**src/rtl/score_display.sv**
```systemverilog
// -----------------------------------------------------------------------------
// score_display
//   Converts a 32-bit binary score to four BCD digits with a sequential
//   double-dabble engine (IDLE -> SHIFT x32 -> COMMIT) and drives a
//   multiplexed, active-low 4-digit seven-segment display. Scores above 9999
//   saturate to 9999 and raise overflow.
//
// Configuration macro:
//   SCORE_BLANK_EN - when defined, leading-zero digits (position > 0) are
//                    blanked by holding their anode high.
//
// Parameters:
//   REFRESH_DIV - clk cycles each digit is driven before moving to the next
//                 digit (legal 2..2^20).
//
// Ports:
//   clk      in   sole clock, rising edge
//   reset    in   synchronous active-high reset
//   score    in   [31:0] unsigned score, sampled only in IDLE
//   seg      out  [6:0] active-low cathodes {g,f,e,d,c,b,a}
//   an       out  [3:0] active-low anodes, an[0] = ones digit
//   dp       out  active-low decimal point, always off (1)
//   busy     out  high during SHIFT and COMMIT
//   overflow out  high while the committed value was saturated
// -----------------------------------------------------------------------------
module score_display #(
  parameter int REFRESH_DIV = 100000
) (
  input  logic        clk,
  input  logic        reset,
  input  logic [31:0] score,
  output logic [6:0]  seg,
  output logic [3:0]  an,
  output logic        dp,
  output logic        busy,
  output logic        overflow
);

  localparam int            CW      = $clog2(REFRESH_DIV);
  localparam logic [CW-1:0] DIV_MAX = CW'(REFRESH_DIV - 1);

  typedef enum logic [1:0] {IDLE, SHIFT, COMMIT} state_t;

  state_t        state_q, state_d;
  logic [31:0]   last_score_q, last_score_d;
  logic [31:0]   shift_q, shift_d;
  logic [15:0]   bcd_q, bcd_d;
  logic [15:0]   digits_q, digits_d;
  logic [4:0]    bit_cnt_q, bit_cnt_d;
  logic          sat_q, sat_d;
  logic          ovf_q, ovf_d;
  logic [CW-1:0] refresh_q, refresh_d;
  logic [1:0]    sel_q, sel_d;
  logic [6:0]    seg_q, seg_d;
  logic [3:0]    an_q, an_d;

  logic [15:0]   bcd_adj;
  logic [3:0]    blank;
  logic [3:0]    digit_cur;

  function automatic logic [6:0] seg_decode(input logic [3:0] d);
    case (d)
      4'd0:    seg_decode = 7'b1000000;
      4'd1:    seg_decode = 7'b1111001;
      4'd2:    seg_decode = 7'b0100100;
      4'd3:    seg_decode = 7'b0110000;
      4'd4:    seg_decode = 7'b0011001;
      4'd5:    seg_decode = 7'b0010010;
      4'd6:    seg_decode = 7'b0000010;
      4'd7:    seg_decode = 7'b1111000;
      4'd8:    seg_decode = 7'b0000000;
      4'd9:    seg_decode = 7'b0010000;
      default: seg_decode = 7'b1111111;
    endcase
  endfunction

  // Double-dabble correction: any nibble >= 5 gets +3 before the shift so it
  // carries correctly into the next decade.
  for (genvar gi = 0; gi < 4; gi++) begin : g_adj
    assign bcd_adj[gi*4 +: 4] = (bcd_q[gi*4 +: 4] >= 4'd5) ?
                                (bcd_q[gi*4 +: 4] + 4'd3) : bcd_q[gi*4 +: 4];
  end

`ifdef SCORE_BLANK_EN
  // A digit is blank when it and every digit above it are zero; the ones
  // digit is never blanked so a zero score still shows "0".
  assign blank[3] = (digits_d[15:12] == 4'd0);
  assign blank[2] = blank[3] && (digits_d[11:8] == 4'd0);
  assign blank[1] = blank[2] && (digits_d[7:4] == 4'd0);
  assign blank[0] = 1'b0;
`else
  assign blank = 4'b0000;
`endif

  // Conversion FSM
  always_comb begin
    state_d      = state_q;
    last_score_d = last_score_q;
    shift_d      = shift_q;
    bcd_d        = bcd_q;
    digits_d     = digits_q;
    bit_cnt_d    = bit_cnt_q;
    sat_d        = sat_q;
    ovf_d        = ovf_q;
    case (state_q)
      IDLE: begin
        if (score != last_score_q) begin
          shift_d      = (score > 32'd9999) ? 32'd9999 : score;
          last_score_d = score;
          sat_d        = (score > 32'd9999);
          bcd_d        = 16'd0;
          bit_cnt_d    = 5'd0;
          state_d      = SHIFT;
        end
      end
      SHIFT: begin
        {bcd_d, shift_d} = {bcd_adj, shift_q} << 1;
        bit_cnt_d        = bit_cnt_q + 5'd1;
        if (bit_cnt_q == 5'd31) begin
          state_d = COMMIT;
        end
      end
      COMMIT: begin
        digits_d = bcd_q;
        ovf_d    = sat_q;
        state_d  = IDLE;
      end
      default: state_d = IDLE;
    endcase
  end

  // Display scan. seg/an are computed from the next-state digit and select so
  // the registered outputs always match the digit registers after each edge.
  always_comb begin
    refresh_d = refresh_q + CW'(1);
    sel_d     = sel_q;
    if (refresh_q == DIV_MAX) begin
      refresh_d = '0;
      sel_d     = sel_q + 2'd1;
    end
    digit_cur = digits_d[{sel_d, 2'b00} +: 4];
    seg_d     = seg_decode(digit_cur);
    an_d      = ~((4'b0001 << sel_d) & ~blank);
  end

  always_ff @(posedge clk) begin
    if (reset) begin
      state_q      <= IDLE;
      last_score_q <= '0;
      shift_q      <= '0;
      bcd_q        <= '0;
      digits_q     <= '0;
      bit_cnt_q    <= '0;
      sat_q        <= 1'b0;
      ovf_q        <= 1'b0;
      refresh_q    <= '0;
      sel_q        <= '0;
      seg_q        <= 7'b1000000;
      an_q         <= 4'b1110;
    end else begin
      state_q      <= state_d;
      last_score_q <= last_score_d;
      shift_q      <= shift_d;
      bcd_q        <= bcd_d;
      digits_q     <= digits_d;
      bit_cnt_q    <= bit_cnt_d;
      sat_q        <= sat_d;
      ovf_q        <= ovf_d;
      refresh_q    <= refresh_d;
      sel_q        <= sel_d;
      seg_q        <= seg_d;
      an_q         <= an_d;
    end
  end

  assign seg      = seg_q;
  assign an       = an_q;
  assign dp       = 1'b1;
  assign busy     = (state_q != IDLE);
  assign overflow = ovf_q;

endmodule
```
**config.mk**
```make
export PLATFORM = sky130hd
export DESIGN_NAME = score_display
export DESIGN_NICKNAME = d
export VERILOG_FILES = /design/src/rtl/score_display.sv
export SDC_FILE = /design/constraint.sdc
export NUM_CORES = 1
export LEC_CHECK = 0
export BUFFER_PORTS_ARGS = -buffer_cell sky130_fd_sc_hd__buf_2
export CORE_ASPECT_RATIO = 0.9
export CORE_MARGIN = 5
export CORE_UTILIZATION = 24
export CTS_CLUSTER_SIZE = 30
export DETAILED_ROUTE_END_ITERATION = 10
export PLACE_DENSITY = 0.44
export SLEW_MARGIN = 20
export SYNTH_ARGS = -nofsm -noshare
export SYNTH_HDL_FRONTEND = slang
export SYNTH_SLANG_ARGS = --single-unit
```
**constraint.sdc**
```tcl
create_clock -name clk -period 3.2 [get_ports clk]
set_input_delay 0.64 -clock clk [delete_from_list [all_inputs] [get_ports clk]]
set_output_delay 0.64 -clock clk [all_outputs]
set_load 0.005 [all_outputs]
```
* After elaboration in Yosys (flattened, before gate mapping)
Memories as Yosys holds them, arrays and structs flattened. A register that Yosys moved wholly into a read port is not among the register bits.
Cells that the tools add are included.
** Operators by class
- Multiplexer cells :: 16
- Bitwise logic cells :: 1
- Shifts and indexed selects :: 2
- Reductions and logical operators :: 7
- Magnitude comparators :: 5
- Add/subtract/negate cells :: 7
- Eq/ne operators :: 7
** Operators with widths (number)
- 2-to-1 mux 32 bit :: 2
- case mux 32 bit (2 select lines) :: 1
- greater-than comparator 32 x 14 -> 1 bit (second input constant) :: 1
- 2-to-1 mux 16 bit :: 2
- inequality test 32 bit :: 1
- case mux 16 bit (2 select lines) :: 1
- adder 17 x 1 -> 17 bit (second input constant) :: 1
- == test 17 bit (second input constant) :: 1
- greater-or-equal comparator 4 x 3 -> 1 bit (second input constant) :: 4
- variable part select 16 x 5 -> 4 bit :: 1
- adder 4 x 2 -> 4 bit (second input constant) :: 3
- 2-to-1 mux 4 bit :: 3
- case mux 5 bit (2 select lines) :: 1
- 2-to-1 mux 2 bit :: 3
- AND reduction 2 bit :: 3
- adder 5 x 1 -> 5 bit (second input constant) :: 1
- == test 5 bit (second input constant) :: 1
- 2-to-1 mux 5 bit :: 1
- inequality test 2 bit (second input constant) :: 2
- inverter 4 bit :: 1
- case mux 2 bit (2 select lines) :: 1
- nonzero test 2 bit :: 2
- left shift 1 x 2 -> 4 bit (first input constant) :: 1
- adder 3 x 2 -> 3 bit (second input constant) :: 1
- other kinds (6) :: 6
** Word-level totals
- Output and inout bits :: 14
- Memory bits (read-only) :: 112
- Memories :: 1
- Register bits :: 128
** Memory list
- (name not given) :: words 16, width 7, read ports 1, clocked after memory_dff 1, write ports 0, RTL line 62 : case (d)

* Longest topological paths before layout
Gate-level depths: netlist (run 1).
- Depth after elaboration :: 4
- Gate-level depth with buffers :: 12

* Worst setup path before layout (run 1)
No wires, ideal clock.
- Path type :: reg2reg
- Start point :: register state_q[0]
- End point :: register seg_q[6], in the netlist seg[6]
- Library setup time :: 0.128 ns
- Clock period less this slack :: 2.730 ns
- Path slack :: 0.470 ns
- Path buffers :: 3
- Arrival time :: 2.602 ns
- Stages on the path, launching flop included :: 13
- Cell sequence :: dfxtp_1 > buf_2 > or2b_2 > clkbuf_1 > buf_2 > mux4_2 > and2_1 > o32ai_1 > and2_1 > inv_1 > ha_1 > and4b_1 > o31ai_1
** Between the ends
- Longest elaborated chain between the ends :: 3
** RTL lines
- start: declaration :: RTL line 44 : state_t state_q, state_d;
- start signal: assignment :: RTL line 161 : state_q <= state_d;
- == test 2 bit :: RTL line 105 : case (state_q)
- 2-to-1 mux 16 bit :: RTL line 105
- variable part select 16 x 5 -> 4 bit :: RTL line 141 : digit_cur = digits_d[{sel_d, 2'b00} +: 4];
- end: declaration :: RTL line 54 : logic [6:0] seg_q, seg_d;
Every way passes these cells.
A chain may end at the register's enable or synchronous reset.

* Worst setup path after layout (run 1)
- Start point :: register refresh_q[0]
- End point :: register seg_q[3], in the netlist seg[3]
** Between the ends
- Longest elaborated chain between the ends :: 3
** RTL lines
- start: declaration :: RTL line 52 : logic [CW-1:0] refresh_q, refresh_d;
- start signal: assignment :: RTL line 169 : refresh_q <= refresh_d;
- == test 17 bit :: RTL line 137 : if (refresh_q == DIV_MAX) begin
- 2-to-1 mux 2 bit :: RTL line 137
- variable part select 16 x 5 -> 4 bit :: RTL line 141
Every way passes these cells.

==> key figures, run 1 <==
Run status
  – Status: completed

Worst setup path
  – R2R depth: 8
  – Worst flop-to-flop path startpoint: refresh_q[0]
  – Maximum fanout along the worst path: 10
  – Startpoint types: flip-flop
  – CP endpoint kind: flip-flop
  – CP Class: flip-flop to flip-flop
  – Crit path launch: refresh_q[0]
  – Critical Path AT: 3210 ps
  – Worst reg-to-reg setup slack: 320 ps
  – Setup crit end: seg[3]
  – FF-to-FF End: seg[3]
  – Worst path required time: 3530 ps

Yosys
  – Syn Nets: 839
  – Cells after Synth: 789
  – Sequential fraction of the synthesis area: 41.4%
  – Ys flop type: dfxtp_1
  – Ys async rst share: 0%
  – YS warnings: 0
  – Netlist Area Pre-Place: 6520 um2
  – Post-synth EDFFs: 0
  – Seq cells post-synth: 135
  – Synth Area per Inst: 8.27 um2
  – Synth unique cells: 65

STA
  – Max Slew Vio Count: 0
  – RSZ-0062 raised after global routing: false
  – Final hold violations: 0
  – Final setup fails: 0
  – Hold slack: 438 ps
  – Clock skew: 9.84 ps
  – Final worst slack: 316 ps
  – Fin crit share: 90.1%
  – Min cycle time layout: 2880 ps
  – Max Clk Rate: 347 MHz
  – Setup TNS: 0 ps
  – Worst slew pin tran: 737 ps
  – Slew HR: 50.7%

Die
  – Core Area: 26,900 um2
  – Die ar.: 30,600 um2
  – FP Rows: 57
  – Die X-Extent: 184 um
  – Die H: 166 um
  – Initial core utilization: 24.3%
  – Top Ports: 48

Pwr
  – Switching Fraction: 23.3%
  – Register share of total power: 43.0%
  – Power density over the cells: 529 nW/um2
  – Clk pwr share: 50.3%
  – LEAKAGE: 2.92 nW
  – Comb power frac: 6.7%
  – NetSw: 0.000955 W
  – Cell-internal power: 0.00314 W
  – Maximum VDD drop: 0.000367 V

Clock network
  – TritonCTS buffer count: 17
  – CTS sink count: 135
  – Root Driver: clkbuf_16
  – CTS H-tree lvls: 4
  – Clock Latency Late Sink: 420 ps
  – CTS Hold Buffers Added: 0
  – Post-CTS setup buffers: 0
  – Clk slew on worst S/H paths: 60 ps
  – Clk buf depth: 2
  – CTS tree: built
  – Post-CTS resize count: 0

Route
  – Vias after detailed routing: 5,429
  – Vias per inst: 4.58
  – DRC Markers: 0
  – DRT Pass-1 Iters: 5
  – Post-route ant nets: 0
  – Initial DRC Count: 345
  – Average wire per standard cell: 13.9 um
  – DRT Wirelength: 16,500 um

GRT
  – Number of global-route vias before repair: 5,014
  – GRT Overall Usage: 10.8%
  – Initial antenna violation count: 0
  – GR Overflow Total: 0
  – First-pass GRT wire length: 26,800 um
  – Largest net degree at the start of global routing: 57

Min path
  – Hold WC Path Type: primary input to flip-flop
  – Min-Delay Path Depth: 2
  – HP Start: reset

Finish
  – Fill count: 2,880
  – Multi-input logic area: 3480 um2
  – # nets final: 868
  – Layout cell share with drive strength beyond 1: 14.3%
  – Area Growth Syn to Fin: 18.7%
  – Register area: 2700 um2

Job
  – Max-Cap Viols: 0

Placement
  – Dpl ws: 295 ps
  – GP Congestion: 0.761
  – # port buffers: 46
  – DPL Wire Length: 11,300 um
==> final cells by class <==
class                           count  share of cell area, %
Antenna cell                        1                 0.0323
Clock buffer                       19                   5.72
Tap cell                          354                   5.72
Timing Repair Buffer               63                   4.98
Multi-Input combinational cell    574                   45.0
Sequential cell                   135                   34.9
Inverter                           27                   1.31
Clock inverter                     12                   2.28
==> layer usage <==
layer  track usage, %  wire length [um]  vias up
met1             16.7              8770     2536
li1                 -                 -     2799
met2             14.5              6800       81
met5                0                 0        -
met4             3.34               172        0
met3             2.54               721       13
==> how the worst min path moves through the flow <==
stage | slack (ps) | to
detailed placement | 440 | shift_q[19]
finish | 440 | refresh_q[6]
global placement | 440 | shift_q[23]
floorplan | 430 | overflow
global route | 420 | an[0]
CTS | 420 | refresh_q[6]
==> cells in the final DEF, fill, tap and decap left out, types with 17 or more instances in the layout <==
master,Yosys,layout
inv_1,26,26
nor2_1,45,45
buf_2,3,45
nor3_1,19,19
dfxtp_1,135,135
clkbuf_16,0,17
xor2_1,44,44
nand3_1,45,45
nand2_1,144,143
a21oi_1,91,91
==> registers in the layout (all words and copies together), names as in the netlist, 4 cells and up <==
register	cells
last_score_q	32
shift_q	32
refresh_q	17
bcd_q	16
digits_q	16
seg	7
bit_cnt_q	5
an	4
==> logic make-up (layout without fill, tap and decap cells) <==
group	Yosys count	count (layout)	synth area share [%]
AND/OR/NAND/NOR	324	324	24.2
AO/OA/AOI/OAI	165	165	15.6
adder cells (fa/ha/maj)	16	16	3.07
other	1	2	0.0575
multiplexers	13	13	2.80
XOR/XNOR	55	55	7.39
flip-flops	135	135	41.4
buffers and inverters	80	121	5.45
==> stage by stage <==
step | area, um2 | util, % | cells | power [W]
after floorplan | 6520 | - | 789 | 0.00196
after global placement | 7120 | 26.5 | 1153 | 0.00207
after detailed placement | 7120 | 26.5 | 1153 | 0.00207
after CTS | 7740 | 28.8 | 1184 | 0.00415
after global routing | 7740 | 28.8 | 1184 | 0.00426
final | 7740 | 28.8 | 1185 | 0.00409
==> cells in the mapped netlist (4+ instances only) <==
cell	instances	area, um2
nor3_1	19	95.1
dfxtp_1	135	2700
a21oi_1	91	455
ha_1	16	200
clkbuf_1	40	150
nor4_1	16	100
nand2_1	144	541
nand4_1	8	50.1
and3_1	6	37.5
a2111oi_0	9	78.8
mux2i_1	4	40.0
buf_6	4	45.0
xor2_1	44	385
o21ai_0	16	80.1
a31oi_1	9	56.3
nor2_1	45	169
xnor2_1	11	96.3
nand3_1	45	225
or3_1	4	25.0
nand3b_1	5	37.5
nand2b_1	7	43.8
inv_1	26	97.6
a211oi_1	15	113
==> power by group through the flow <==
stage	Combinational, W	Clock [W]	Sequential [W]
2_1_floorplan	0.000170	0	0.00179
3_3_place_gp	0.000278	0	0.00180
3_5_place_dp	0.000277	0	0.00179
4_1_cts	0.000277	0.00212	0.00176
5_1_grt	0.000306	0.00219	0.00176
6_report	0.000274	0.00206	0.00176
==> critical path, cell delays in order (launching register included) <==
cell,delay (ps)
dfxtp_1,390
ha_1,220
and4_1,400
and4_1,490
nor2_1,70
a2111o_1,510
ha_1,350
a41o_1,180
a211oi_1,190
Note: power is estimated with default switching activity, not from simulation.
==> run 2, diff against run 1 <==
==> constraint.sdc (replaced) <==
create_clock -name clk -period 3.2 [get_ports clk]
set_input_delay 0.32 -clock clk [delete_from_list [all_inputs] [get_ports clk]]
set_output_delay 0.32 -clock clk [all_outputs]
set_load 0.005 [all_outputs]
==> key figures, run 2 (same netlist as run 1, synthesis figures left out) <==
GRT
  – Largest net degree at the start of global routing: 79 (+39%)
  – First-pass GRT wire length: 27,000 um (+0.46%)
  – Number of global-route vias before repair: 5,064 (+1.0%)
  – GR Overflow Total: 0 (unchanged)
  – Initial antenna violation count: 0 (unchanged)
  – GRT Overall Usage: 10.8% (+0.023 points)

Worst setup path
  – CP endpoint kind: flip-flop
  – Crit path largest cell delay: 520 ps (about the same)
  – Maximum fanout along the worst path: 10 (unchanged)
  – Critical Path AT: 3230 ps (+20 ps)
  – Startpoint types: flip-flop
  – R2R depth: 8 (unchanged)
  – Worst path required time: 3530 ps (about the same)
  – CP max stage cell: a2111o_1
  – CP Class: flip-flop to flip-flop
  – CP cell instances: ha_1 > and4_1 > and4_1 > nor2_1 > a2111o_1 > ha_1 > a41o_1 > a211oi_1

Job
  – Max-Cap Viols: 0 (unchanged)

STA
  – Worst slew pin tran: 859 ps (+121 ps)
  – Fin crit share: 90.8% (+0.70 points)
  – RSZ-0062 raised after global routing: false
  – Final setup fails: 0 (unchanged)
  – Final worst slack: 293 ps (-22.2 ps)
  – Final hold violations: 0 (unchanged)
  – Max Clk Rate: 344 MHz (-0.77%)
  – Setup TNS: 0 ps (unchanged)
  – Slew HR: 42.7% (-7.9 points)
  – Max Slew Vio Count: 0 (unchanged)
  – Hold slack: 165 ps (-273 ps)
  – Clock skew: 12.9 ps (+3.02 ps)
  – Min cycle time layout: 2910 ps (+22.2 ps)

Placement
  – DPL Wire Length: 11,000 um (-2.0%)
  – Inst Count DP: 1,150 (-0.26%)
  – GP Congestion: 0.751 (-1.2%)
  – Dpl ws: 267 ps (-28.4 ps)
  – # port buffers: 46 (unchanged)

Pwr
  – LEAKAGE: 2.88 nW (-1.6%)
  – Switching Fraction: 24.9% (+1.6 points)
  – Comb power frac: 6.8% (about the same)
  – Clk pwr share: 48.7% (-1.6 points)
  – NetSw: 0.000982 W (+2.9%)
  – Cell-internal power: 0.00296 W (-5.6%)
  – Maximum VDD drop: 0.000352 V (-4.2%)
  – Register share of total power: 44.5% (+1.5 points)
  – Power density over the cells: 515 nW/um2 (-2.6%)
  – Final Power: 0.00395 W (-3.6%)

Clock network
  – CTS H-tree lvls: 4 (unchanged)
  – CTS sink count: 135 (unchanged)
  – Post-CTS resize count: 0 (unchanged)
  – TritonCTS buffer count: 17 (unchanged)
  – Root Driver: clkbuf_16
  – Clock Latency Late Sink: 420 ps (about the same)
  – Clk slew on worst S/H paths: 70 ps (about the same)
  – CTS Hold Buffers Added: 0 (unchanged)
  – CTS tree: built
  – Post-CTS setup buffers: 0 (unchanged)
  – Clk buf depth: 2 (unchanged)

Route
  – Post-route ant nets: 0 (unchanged)
  – Initial DRC Count: 358 (+3.8%)
  – Vias after detailed routing: 5,389 (-0.74%)
  – DRC Markers: 0 (unchanged)
  – DRT Wirelength: 16,400 um (-0.59%)
  – Average wire per standard cell: 13.8 um (-0.34%)
  – DRT Pass-1 Iters: 4 (-1)
  – Vias per inst: 4.56 (-0.48%)

Run status
  – Status: completed

Die
  – FP Rows: 57 (unchanged)
  – Top Ports: 48 (unchanged)
  – Initial core utilization: 24.3% (unchanged)
  – Die X-Extent: 184 um (unchanged)
  – Die ar.: 30,600 um2 (unchanged)
  – Core Area: 26,900 um2 (unchanged)
  – Die H: 166 um (unchanged)

Min path
  – Min-Delay Path Depth: 3 (+1)
  – Hold WC Path Type: primary input to flip-flop

Finish
  – # nets final: 865 (-0.35%)
  – Area Growth Syn to Fin: 17.5%
  – Most frequent cells in the layout: nand2_1 (143), dfxtp_1 (135), a21oi_1 (91)
  – ANT cells: 0 (-1)
  – Commonest non-fill, non-tap cell in the layout: nand2_1
  – Fill count: 2,901 (+0.73%)
  – Layout cell share with drive strength beyond 1: 14.1% (-0.21 points)
  – Biggest regs: last_score_q: 32 flops, shift_q: 32 flops, refresh_q: 17 flops
  – Final cell count without fillers: 1,182 (-0.25%)
==> run 2: cell types whose count changed in the layout (fill, tap and decap cells not counted) <==
cell	delta
buf_12	-1
clkinvlp_4	+2
bufinv_16	-2
diode_2	-1
inv_6	+2
buf_4	-2
clkbuf_8	-1
==> run 2: layout make-up <==
type                    instances  area [um2]  share of cell area, %
multi-input cells             574        3480                   45.5
flip-flops and latches        135        2700                   35.3
well taps                     354         443                   5.78
clock buffers                  18         429                   5.60
repair buffers                 60         350                   4.57
clock inverters                14         149                   1.94
inverters                      27         101                   1.32
==> run 2: worst max-delay path: cells and delay by family (launching register included) <==
kind / cells / cell delay (ps)
simple gates: 3 / 960
flops: 1 / 390
compound gates: 3 / 900
fa+ha+maj: 2 / 580
==> run 2: power groups by stage <==
stage	logic [W]	registers, W	clock network [W]
6_report	0.000267	0.00176	0.00192
5_1_grt	0.000300	0.00176	0.00206
4_1_cts	0.000272	0.00176	0.00198
3_5_place_dp	0.000272	0.00179	0
3_3_place_gp	0.000272	0.00179	0
2_1_floorplan	0.000170	0.00179	0
==> run 2: stage by stage <==
stage	cell area [um2]	utilization (%)
final	7660	28.5
after global routing	7660	28.5
after CTS	7660	28.5
after detailed placement	7080	26.3
after global placement	7080	26.3
after floorplan	6520	-
==> run 2: routing by layer <==
layer	GRT usage (%)	part of all wire, %	up-vias
met4	3.09	0.71	0
li1	-	-	2794
met2	15.0	42	61
met1	16.6	53	2526
met5	0	0	-
met3	2.41	3.8	8
==> run 2: path summary, 6_finish.rpt <==
path | from | endpoint | slack, ps
setup reg to reg | refresh_q[0] | seg[3] | 290
setup / recovery | refresh_q[0] | seg[3] | 290
hold reg to reg | shift_q[21] | shift_q[22] | 450
hold / removal | score[24] | last_score_q[24] | 170
